--- src/rtl/skip_add_accumulator.sv ---
// Packet accumulator: folds 32-bit beats into a running sum whose carries grow
// an EXT_W-bit extension field; each packet's result is held on an output handshake.

// Purpose: 32-bit carry-skip adder, 8 blocks of 4-bit ripple with block bypass.
// Latency: combinational.
// Backpressure: none (pure datapath).
module carryskip32_bit (
  input  logic [31:0] a,
  input  logic [31:0] b,
  input  logic        cin,
  output logic [31:0] sum,
  output logic        cout
);

  logic [8:0] blk_c;
  logic [7:0] blk_p;
  logic       rc;
  logic       p;

  // A block whose bits all propagate forwards its carry-in directly,
  // so the worst path skips over the interior ripple of middle blocks.
  always_comb begin
    sum      = '0;
    blk_c    = '0;
    blk_p    = '0;
    rc       = 1'b0;
    p        = 1'b0;
    blk_c[0] = cin;
    for (int g = 0; g < 8; g++) begin
      rc       = blk_c[g];
      blk_p[g] = 1'b1;
      for (int i = 0; i < 4; i++) begin
        p              = a[4*g+i] ^ b[4*g+i];
        sum[4*g+i]     = p ^ rc;
        rc             = (a[4*g+i] & b[4*g+i]) | (p & rc);
        blk_p[g]       = blk_p[g] & p;
      end
      blk_c[g+1] = blk_p[g] ? blk_c[g] : rc;
    end
    cout = blk_c[8];
  end

endmodule

// Purpose: per-packet sum/count/overflow accumulator around carryskip32_bit.
// Latency: result valid the cycle after the in_last beat is accepted.
// Backpressure: in_ready low while a result waits; out_* held until out_ready.
module skip_add_accumulator #(
  parameter int EXT_W = 8,
  parameter int CNT_W = 16
) (
  input  logic                clk,
  input  logic                rst_n,
  input  logic                in_valid,
  output logic                in_ready,
  input  logic [31:0]         in_data,
  input  logic                in_last,
  output logic                out_valid,
  input  logic                out_ready,
  output logic [32+EXT_W-1:0] out_sum,
  output logic [CNT_W-1:0]    out_count,
  output logic                out_overflow
);

  typedef enum logic {
    ACC = 1'b0,
    OUT = 1'b1
  } state_t;

  typedef struct packed {
    logic [EXT_W-1:0] hi;
    logic [31:0]      lo;
    logic [CNT_W-1:0] cnt;
    logic             ovf;
  } res_t;

  state_t           state;
  state_t           state_nxt;
  logic [31:0]      acc_lo;
  logic [EXT_W-1:0] acc_hi;
  logic [CNT_W-1:0] cnt;
  logic             ovf;
  res_t             res_q;
  res_t             res_nxt;

  logic [31:0]      add_sum;
  logic             add_cout;
  logic             beat;

  carryskip32_bit u_add (
    .a    (acc_lo),
    .b    (in_data),
    .cin  (1'b0),
    .sum  (add_sum),
    .cout (add_cout)
  );

  assign in_ready  = (state == ACC);
  assign out_valid = (state == OUT);
  assign beat      = in_valid && (state == ACC);

  // Running values with the current beat folded in.
  always_comb begin
    res_nxt     = '0;
    res_nxt.lo  = add_sum;
    res_nxt.hi  = acc_hi + {{(EXT_W-1){1'b0}}, add_cout};
    res_nxt.cnt = (&cnt) ? cnt : cnt + {{(CNT_W-1){1'b0}}, 1'b1};
    res_nxt.ovf = ovf | (add_cout & (&acc_hi));
  end

  always_comb begin
    state_nxt = state;
    case (state)
      ACC:     if (beat && in_last) state_nxt = OUT;
      OUT:     if (out_ready)       state_nxt = ACC;
      default:                      state_nxt = ACC;
    endcase
  end

  always_ff @(posedge clk) begin
    if (!rst_n) begin
      state  <= ACC;
      acc_lo <= '0;
      acc_hi <= '0;
      cnt    <= '0;
      ovf    <= 1'b0;
      res_q  <= '0;
    end else begin
      state <= state_nxt;
      if (beat) begin
        if (in_last) begin
          res_q  <= res_nxt;
          acc_lo <= '0;
          acc_hi <= '0;
          cnt    <= '0;
          ovf    <= 1'b0;
        end else begin
          acc_lo <= res_nxt.lo;
          acc_hi <= res_nxt.hi;
          cnt    <= res_nxt.cnt;
          ovf    <= res_nxt.ovf;
        end
      end
    end
  end

  assign out_sum      = {res_q.hi, res_q.lo};
  assign out_count    = res_q.cnt;
  assign out_overflow = res_q.ovf;

endmodule
--- config.mk ---
export PLATFORM = sky130hd
export DESIGN_NAME = skip_add_accumulator
export DESIGN_NICKNAME = d
export VERILOG_FILES = /design/src/rtl/skip_add_accumulator.sv
export SDC_FILE = /design/constraint.sdc
export NUM_CORES = 1
export LEC_CHECK = 0
export CAP_MARGIN = 20
export CORE_ASPECT_RATIO = 0.7
export CORE_MARGIN = 1
export CORE_UTILIZATION = 40
export CTS_BUF_LIST = sky130_fd_sc_hd__clkbuf_8
export DETAILED_ROUTE_END_ITERATION = 8
export PLACE_DENSITY_LB_ADDON = 0.15
export SYNTH_ARGS = -nofsm -noshare
export SYNTH_HDL_FRONTEND = slang
export SYNTH_SLANG_ARGS = --single-unit
--- constraint.sdc ---
create_clock -name clk -period 34.7 [get_ports clk]
set_input_delay 6.94 -clock clk [delete_from_list [all_inputs] [get_ports clk]]
set_output_delay 6.94 -clock clk [all_outputs]
set_load 0.02 [all_outputs]
# Word level (Yosys, flattened, before mapping)
# Index checks and enable logic that the tools add are counted.
# word_totals
reg_bits,115
in_bits,37
output_inout_bits,59
elab_cells,216
# classes
n_addsub,2
muxes,16
bitwise,184
reduce_logical,5
# ops
cell,n
AND 1 bit,88
XOR 1 bit,63
two-way mux 16 bit,2
two-way mux 32 bit,1
OR 1 bit,32
adder 16 x 1 -> 16 bit (second input constant),1
AND reduction 16 bit,1
two-way mux 1 bit,11
adder 8 x 1 -> 8 bit,1
two-way mux 8 bit,1
AND reduction 8 bit,1
logical AND 1 bit,2
case mux 1 bit (2 select lines),1
AND reduction 2 bit,1
NOT 1 bit,1

# Depth between registers and ports, before layout
# Gate-level depths: netlist (run 1).
# depth
ltp_word,74
ltp_mapped,56

# By module
# A second synthesis (run 1) with hierarchy kept.
# unflattened
hier_cells,633
hier_area_um2,6010.8
# by_module_without_submodules
module,instances,cells_per_inst,area_per_inst_um2,seq_area_each_um2
skip_add_accumulator,1,529,4748.3,2302.2
carryskip32_bit,1,104,1262.5,0.0

# Worst setup path after synthesis (run 1)
# OpenSTA, ideal clock, no wires.
# synth_timing
path_kind,input to register
from,input in_data[0]
to,register acc_hi[7]
t_arrival_ns,21.440
required_time_ns,34.582
slack_ns,13.141
path_stages,56
path_buffers,0
cell_sequence,ha_1 inv_1 fa_1 fa_1 inv_1 fa_1 inv_1 a41oi_1 fa_1 inv_1 fa_1 fa_1 fa_1 nor2_1 a21oi_1 fa_1 fa_1 fa_1 (+20 left out) fa_1 fa_1 nor2b_1 o21ai_0 fa_1 fa_1 fa_1 fa_1 nand2_1 o31ai_1 a21oi_1 ha_1 and3_1 and3_1 nand3_1 xnor2_1 a22oi_1 nor2b_1
# synth_between
elab_chain_len,73
elab_cells_between_ends,77
classes_between,1 x add/sub; 9 x mux; 67 x bitwise
# synth_rtl
element,line,rtl
start: declaration,56,"input logic [31:0] in_data,"
AND 1 bit (2 in series),35,rc = (a[4*g+i] & b[4*g+i]) | (p & rc);
OR 1 bit,35,
AND 1 bit,35,
OR 1 bit,35,
AND 1 bit,35,
OR 1 bit,35,
two-way mux 1 bit (*),38,blk_c[g+1] = blk_p[g] ? blk_c[g] : rc;
AND 1 bit,35,
(+56 left out),-,
OR 1 bit,35,
AND 1 bit,35,
OR 1 bit,35,
AND 1 bit,35,
OR 1 bit,35,
two-way mux 1 bit (*),38,
adder 8 x 1 -> 8 bit (*),106,"res_nxt.hi = acc_hi + {{(EXT_W-1){1'b0}}, add_cout};"
two-way mux 8 bit (*),131,if (in_last) begin
end signal: assignment,139,acc_hi <= res_nxt.hi;
end: declaration,80,logic [EXT_W-1:0] acc_hi;
# Every way passes the cells marked *; elsewhere a longest branch is shown, timed or not.
# A chain may end at the register's enable or synchronous reset.

# Final worst setup path (run 1)
# Ends and elaborated chain as after synthesis.

==> flow_metrics.py, run 1 <==
metrics = {
    "outcome": {
        "status": "completed",
    },
    "logic_synthesis": {
        "ys_seq_area_share_pct": 38.3,
        "synth-seq-cells": 115,
        "synth_top_cell_by_area": "dfxtp_1",
        "syn_area_per_cell_um2": 8.85,
        "yosys-top-cells-area": "dfxtp_1 38%, fa_1 10%, ha_1 7.3%",
        "synth-edff-count": 0,
        "ys_warn_count": 0,
        "netlist_area_mm2": 0.00601,
        "async_flop_share_pct": 0,
        "synth_cell_types": 49,
        "synthFlopType": "dfxtp_1",
        "synth_fp_nets": 782,
        "synthCells": 679,
        "synth_top_area_share_pct": 38.3,
    },
    "die": {
        "coreArea_mm2": 0.0147,
        "start_util_pct": 40.9,
        "rows": 37,
        "die_width_um": 148,
        "die_height_um": 105,
        "dieArea_mm2": 0.0155,
        "ios": 96,
    },
    "cts": {
        "clkSinkCount": 115,
        "cts_tree": "built",
        "cts_buffers": 17,
        "root_buffer": "clkbuf_8",
        "htreeDepth": 4,
        "path_clk_slew_ps": 70,
        "cts_hold_buf": 0,
        "cts_setup_buffers": 0,
        "ctsLongestPathBuffers": 2,
        "clock_latency_ps": 420,
        "cts_resized": 0,
    },
    "detailed_routing": {
        "antenna_left": 0,
        "post_drt_wl_per_cell_um": 15.5,
        "via_count": 4955,
        "drtPass1Iterations": 4,
        "wirelength_mm": 14.8,
        "post_drt_via_cell_ratio": 5.17,
        "drt-initial-drc-count": 244,
        "drc": 0,
    },
    "finish": {
        "antenna_cells": 0,
        "final_nets": 857,
        "finish.cell_count_without_fillers": 958,
        "fin_area_mm2": 0.00743,
        "fillers": 1384,
        "final_layout_size_suffix_gt1_share_pct": 5.64,
        "area_growth_pct": 23.7,
    },
    "timing": {
        "relSlewSlack_pct": 28.3,
        "fmax_mhz": 44.2,
        "fin_crit_sh_pct": 65.2,
        "setup_ws_ps": 12090,
        "fin_worst_skew_ps": 10.9,
        "slew_viol_final": 0,
        "setup_viol": 0,
        "rsz0062_at_grt": "false",
        "final.setup.tns_ps": 0,
        "tightest_slew_ps": 1070,
        "hold_ws_ps": 451,
        "fin_crit_ps": 22610,
        "hold_viol_final": 0,
    },
    "global_routing": {
        "antenna_found_initial": 0,
        "grt_usage_pct": 20.2,
        "grt_remaining_overflow": 0,
        "grt_pass1_vias": 4928,
        "grt_max_degree": 62,
        "grt_pass1_wl_mm": 24.6,
    },
    "run": {
        "max_cap_viol_count": 0,
    },
    "placed_design": {
        "portBuffers": 95,
        "placed_area_mm2": 0.00706,
        "gp_congestion": 0.821,
        "pre_cts_slack_ps": 11690,
        "dp_cells": 930,
        "dp_hpwl_mm": 9.79,
    },
    "worst_hold_path": {
        "min_path_type": "flip-flop to flip-flop",
    },
    "worst_setup_path": {
        "crit_family": "adder cells",
        "crit_buf_inv": 5,
        "crit_type": "primary input to flip-flop",
        "max_stage_delay_ps": 460,
        "end_kind": "flip-flop",
        "cp_max_fo": 4,
        "startpoint_type": "primary input",
        "worst_path_most_repeated_cell": "fa_1",
        "cp_data_required_time_ps": 35050,
        "cp.arrival_ps": 22960,
        "slowest_stage": "clkdlybuf4s50_1",
    },
    "power": {
        "vdd_drop_max_uv": 23.7,
        "p_per_area_mw_per_mm2": 41.9,
        "power.leakage_nw": 2.85,
    },
}
final timing paths:
path / startpoint / end / slack, ps / cells past startpoint
min reg2reg: out_count[0] / out_count[0] / 450 / 2
min: out_count[0] / out_count[0] / 450 / 2
max reg2reg: acc_lo[0] / acc_hi[7] / 18730 / 56
max: in_data[0] / acc_hi[7] / 12090 / 57
cell usage in the layout (no fill, tap or decap), drive strengths merged, types with 8 or more instances in the layout:
master / n
a21boi: 13
a21oi: 8
a22o: 9
clkbuf: 21
clkdlybuf4s50: 93
dfxtp: 115
fa: 31
ha: 35
inv: 67
nand2: 74
nand3: 13
nand4: 12
nor2: 43
nor2b: 9
nor3: 34
o21a: 29
o21ai: 63
xnor2: 10
worst min-delay path: stages, from the launching register on:
cell and delay, ps:
dfxtp_1 320, nand2_1 40, o21ai_0 50
routing by layer:
metal	part of all wire (%)	wire length (um)	vias up	global-route usage, %
li1	-	-	2405	-
met1	49	7250	2413	27.6
met2	45	6630	124	30.6
met3	5.2	770	13	4.32
met4	1.1	158	0	8.39
met5	0	0	-	0
layout make-up:
type | count | area (um2) | area share (%)
clock buffers | 21 | 289 | 3.89
clock inverters | 7 | 83.8 | 1.13
inverters | 66 | 248 | 3.34
multi-input cells | 455 | 3290 | 44.3
flip-flops and latches | 115 | 2300 | 31.0
well taps | 195 | 244 | 3.28
repair buffers | 99 | 971 | 13.1
flip-flops by register name, indices dropped and copies added (netlist names):
register and cells:
acc_lo 32, acc_hi 8, out_valid 1, out_count 16, out_overflow 1, cnt 16
out_sum 40, ovf 1
per-stage QoR:
step | utilization, % | total power, mW
floorplan | - | 0.172
global placement | 48.1 | 0.192
detailed placement | 48.1 | 0.193
CTS | 50.6 | 0.315
global route | 50.6 | 0.328
finish | 50.6 | 0.311
cells in the mapped netlist (2+ instances only):
cell type / n
a22o_1: 9
a21o_1: 3
nand3b_1: 6
nor2_1: 43
a41oi_1: 4
and4_1: 3
ha_1: 35
nand4_1: 12
clkbuf_1: 37
o21ai_0: 63
inv_1: 66
a21oi_1: 8
xnor2_1: 10
dfxtp_1: 115
buf_2: 2
a31oi_1: 6
o31ai_1: 4
or3_1: 5
xor2_1: 6
mux2i_1: 3
nand2_1: 74
nor3_1: 34
fa_1: 31
nor2b_1: 9
o22ai_1: 2
nand3_1: 12
a21boi_0: 9
buf_4: 3
a21boi_1: 3
and3_1: 5
mux2_2: 2
and2_1: 3
nand2b_1: 3
o21a_1: 29
a22oi_1: 6
report_power, final:
group          total, mW  internal [mW]  switching (mW)
Clock              0.121         0.0692          0.0517
Combinational     0.0497         0.0211          0.0285
Sequential         0.140          0.137         0.00307
logic make-up (layout without fill, tap and decap cells):
logic type               Yosys count  count (layout)  synth area share [%]
multiplexers                       5               5                 0.875
AND/OR/NAND/NOR                  216             216                  17.4
XOR/XNOR                          16              16                  2.33
flip-flops                       115             115                  38.3
AO/OA/AOI/OAI                    152             152                  16.3
buffers and inverters            109             193                  7.17
adder cells (fa/ha/maj)           66              66                  17.6
Power figures use the tool's default switching activity.
==> run 2, diff against run 1 <==
Clock period 34.7 ns to 19.3 ns, I/O delays scaled along.
==> flow_metrics.py, run 2 (same netlist as run 1, synthesis figures left out) <==
metrics = {
    "global_routing": {
        "grt_pass1_vias": 4941,
        "antenna_found_initial": 0,
        "grt_usage_pct": 20.3,
        "grt_pass1_wl_mm": 24.6,
        "grt_remaining_overflow": 0,
        "grt_max_degree": 62,
    },
    "power": {
        "p_sw_uw": 157,
        "clkPwrFrac_pct": 40.1,
        "seq_power_share_pct": 43.9,
        "p_int_uw": 418,
        "power.leakage_nw": 2.92,
        "power.share.switching_pct": 27.3,
        "p_comb_share_pct": 16.0,
        "p_per_area_mw_per_mm2": 75.7,
        "vdd_drop_max_uv": 38.5,
    },
    "detailed_routing": {
        "via_count": 4922,
        "post_drt_wl_per_cell_um": 15.2,
        "post_drt_via_cell_ratio": 5.07,
        "drtPass1Iterations": 5,
        "wirelength_mm": 14.7,
        "drt-initial-drc-count": 219,
        "antenna_left": 0,
        "drc": 0,
    },
    "worst_setup_path": {
        "cp.arrival_ps": 19040,
        "worst_path_most_repeated_cell": "fa_1",
        "end_kind": "flip-flop",
        "cp_data_required_time_ps": 19670,
        "slowest_stage": "clkdlybuf4s50_1",
        "startpoint_type": "primary input",
        "rr_startpoint": "acc_lo[0]",
        "max_stage_delay_ps": 460,
        "crit_type": "primary input to flip-flop",
        "cp_max_fo": 3,
        "cp-startpoint": "in_data[0]",
    },
    "finish": {
        "layout_common_cells": "115 x dfxtp_1, 93 x clkdlybuf4s50_1, 73 x nand2_1",
        "seq_area_mm2": 0.00230,
        "largest_reg_flops": 40,
        "antenna_cells": 0,
        "final_nets": 865,
        "final_common_cell": "dfxtp_1",
        "final_core_util_pct": 51.8,
        "area_growth_pct": 26.4,
        "finish.cell_count_without_fillers": 970,
        "final_layout_size_suffix_gt1_share_pct": 8.77,
        "multi_input_area_mm2": 0.00333,
        "fillers": 1351,
    },
    "cts": {
        "htreeDepth": 4,
        "root_buffer": "clkbuf_8",
        "cts_tree": "built",
        "clock_latency_ps": 440,
        "cts_buffers": 17,
        "clkSinkCount": 115,
        "ctsLongestPathBuffers": 2,
        "path_clk_slew_ps": 70,
        "cts_hold_buf": 0,
    },
    "timing": {
        "setup_ws_ps": 627,
        "hold_viol_final": 0,
        "slew_viol_final": 0,
        "fin_worst_skew_ps": 13.3,
        "fin_crit_ps": 18670,
        "fmax_mhz": 53.6,
        "setup_viol": 0,
        "relSlewSlack_pct": 55.4,
        "tightest_slew_ps": 666,
        "fin_crit_sh_pct": 96.8,
    },
    "placed_design": {
        "pre_cts_slack_ps": -305,
        "dp_hpwl_mm": 9.72,
        "dp_cells": 935,
        "gp_congestion": 0.792,
        "portBuffers": 95,
    },
    "die": {
        "die_width_um": 148,
        "dieArea_mm2": 0.0155,
        "coreArea_mm2": 0.0147,
        "rows": 37,
        "start_util_pct": 40.9,
        "ios": 96,
        "die_height_um": 105,
    },
    "worst_hold_path": {
        "hp-start": "out_count[10]",
        "min_path_type": "flip-flop to flip-flop",
    },
    "outcome": {
        "status": "completed",
    },
    "run": {
        "max_cap_viol_count": 0,
    },
}
run 2: what timing repair did:
item	4_1_cts	5_1_grt
gates resized for setup	0	13
buffers inserted	0	1
endpoints found under the hold margin	0	0
endpoints found under the setup margin	0	14
run 2: cell type report:
| type | count | area share [%] |
|---|---|---|
| timing repair buffer | 107 | 14.0 |
| sequential | 115 | 30.3 |
| multi-input combinational | 455 | 43.8 |
| inverter | 66 | 3.26 |
| clock buffer | 22 | 3.99 |
| tap | 195 | 3.21 |
| clock inverter | 10 | 1.38 |
run 2: path summary, 6_finish.rpt:
check	to	slack [ps]	depth (start not counted)
setup / recovery	acc_hi[7]	630	57
hold / removal	out_count[10]	450	2
setup reg to reg	acc_hi[7]	4170	56
hold reg to reg	out_count[10]	450	2
run 2: per-layer routing:
layer	vias up	GRT usage (%)	wire [um]
li1	2421	-	-
met1	2351	27.9	7180
met2	138	31.8	6580
met3	12	4.32	856
met4	0	6.19	129
met5	-	0	0
run 2: critical path: cells and delay by family:
family                   cells  cell delay, ps
AO/OA/AOI/OAI                8             970
XOR/XNOR                     1             210
adder cells (fa/ha/maj)     33           11710
buffers and inverters        5             670
multiplexers                 2             570
AND/OR/NAND/NOR              8            1020
run 2: stage by stage:
| step | total power [mW] | area (um2) | hold slack (ps) | setup TNS (ps) |
|---|---|---|---|---|
| after floorplan | 0.309 | 6010 | 443 | 0 |
| after global placement | 0.346 | 7090 | 435 | 0 |
| after detailed placement | 0.347 | 7090 | 446 | -2040 |
| after CTS | 0.578 | 7500 | 464 | 0 |
| after global routing | 0.604 | 7590 | 484 | -4.70 |
| final | 0.575 | 7590 | 454 | 0 |
run 2: power groups by stage:
stage	logic (mW)	registers (mW)	clock network, mW
floorplan	0.0459	0.263	0
global placement	0.0885	0.257	0
detailed placement	0.0895	0.258	0
CTS	0.0903	0.253	0.235
global route	0.103	0.254	0.247
finish	0.0922	0.253	0.231
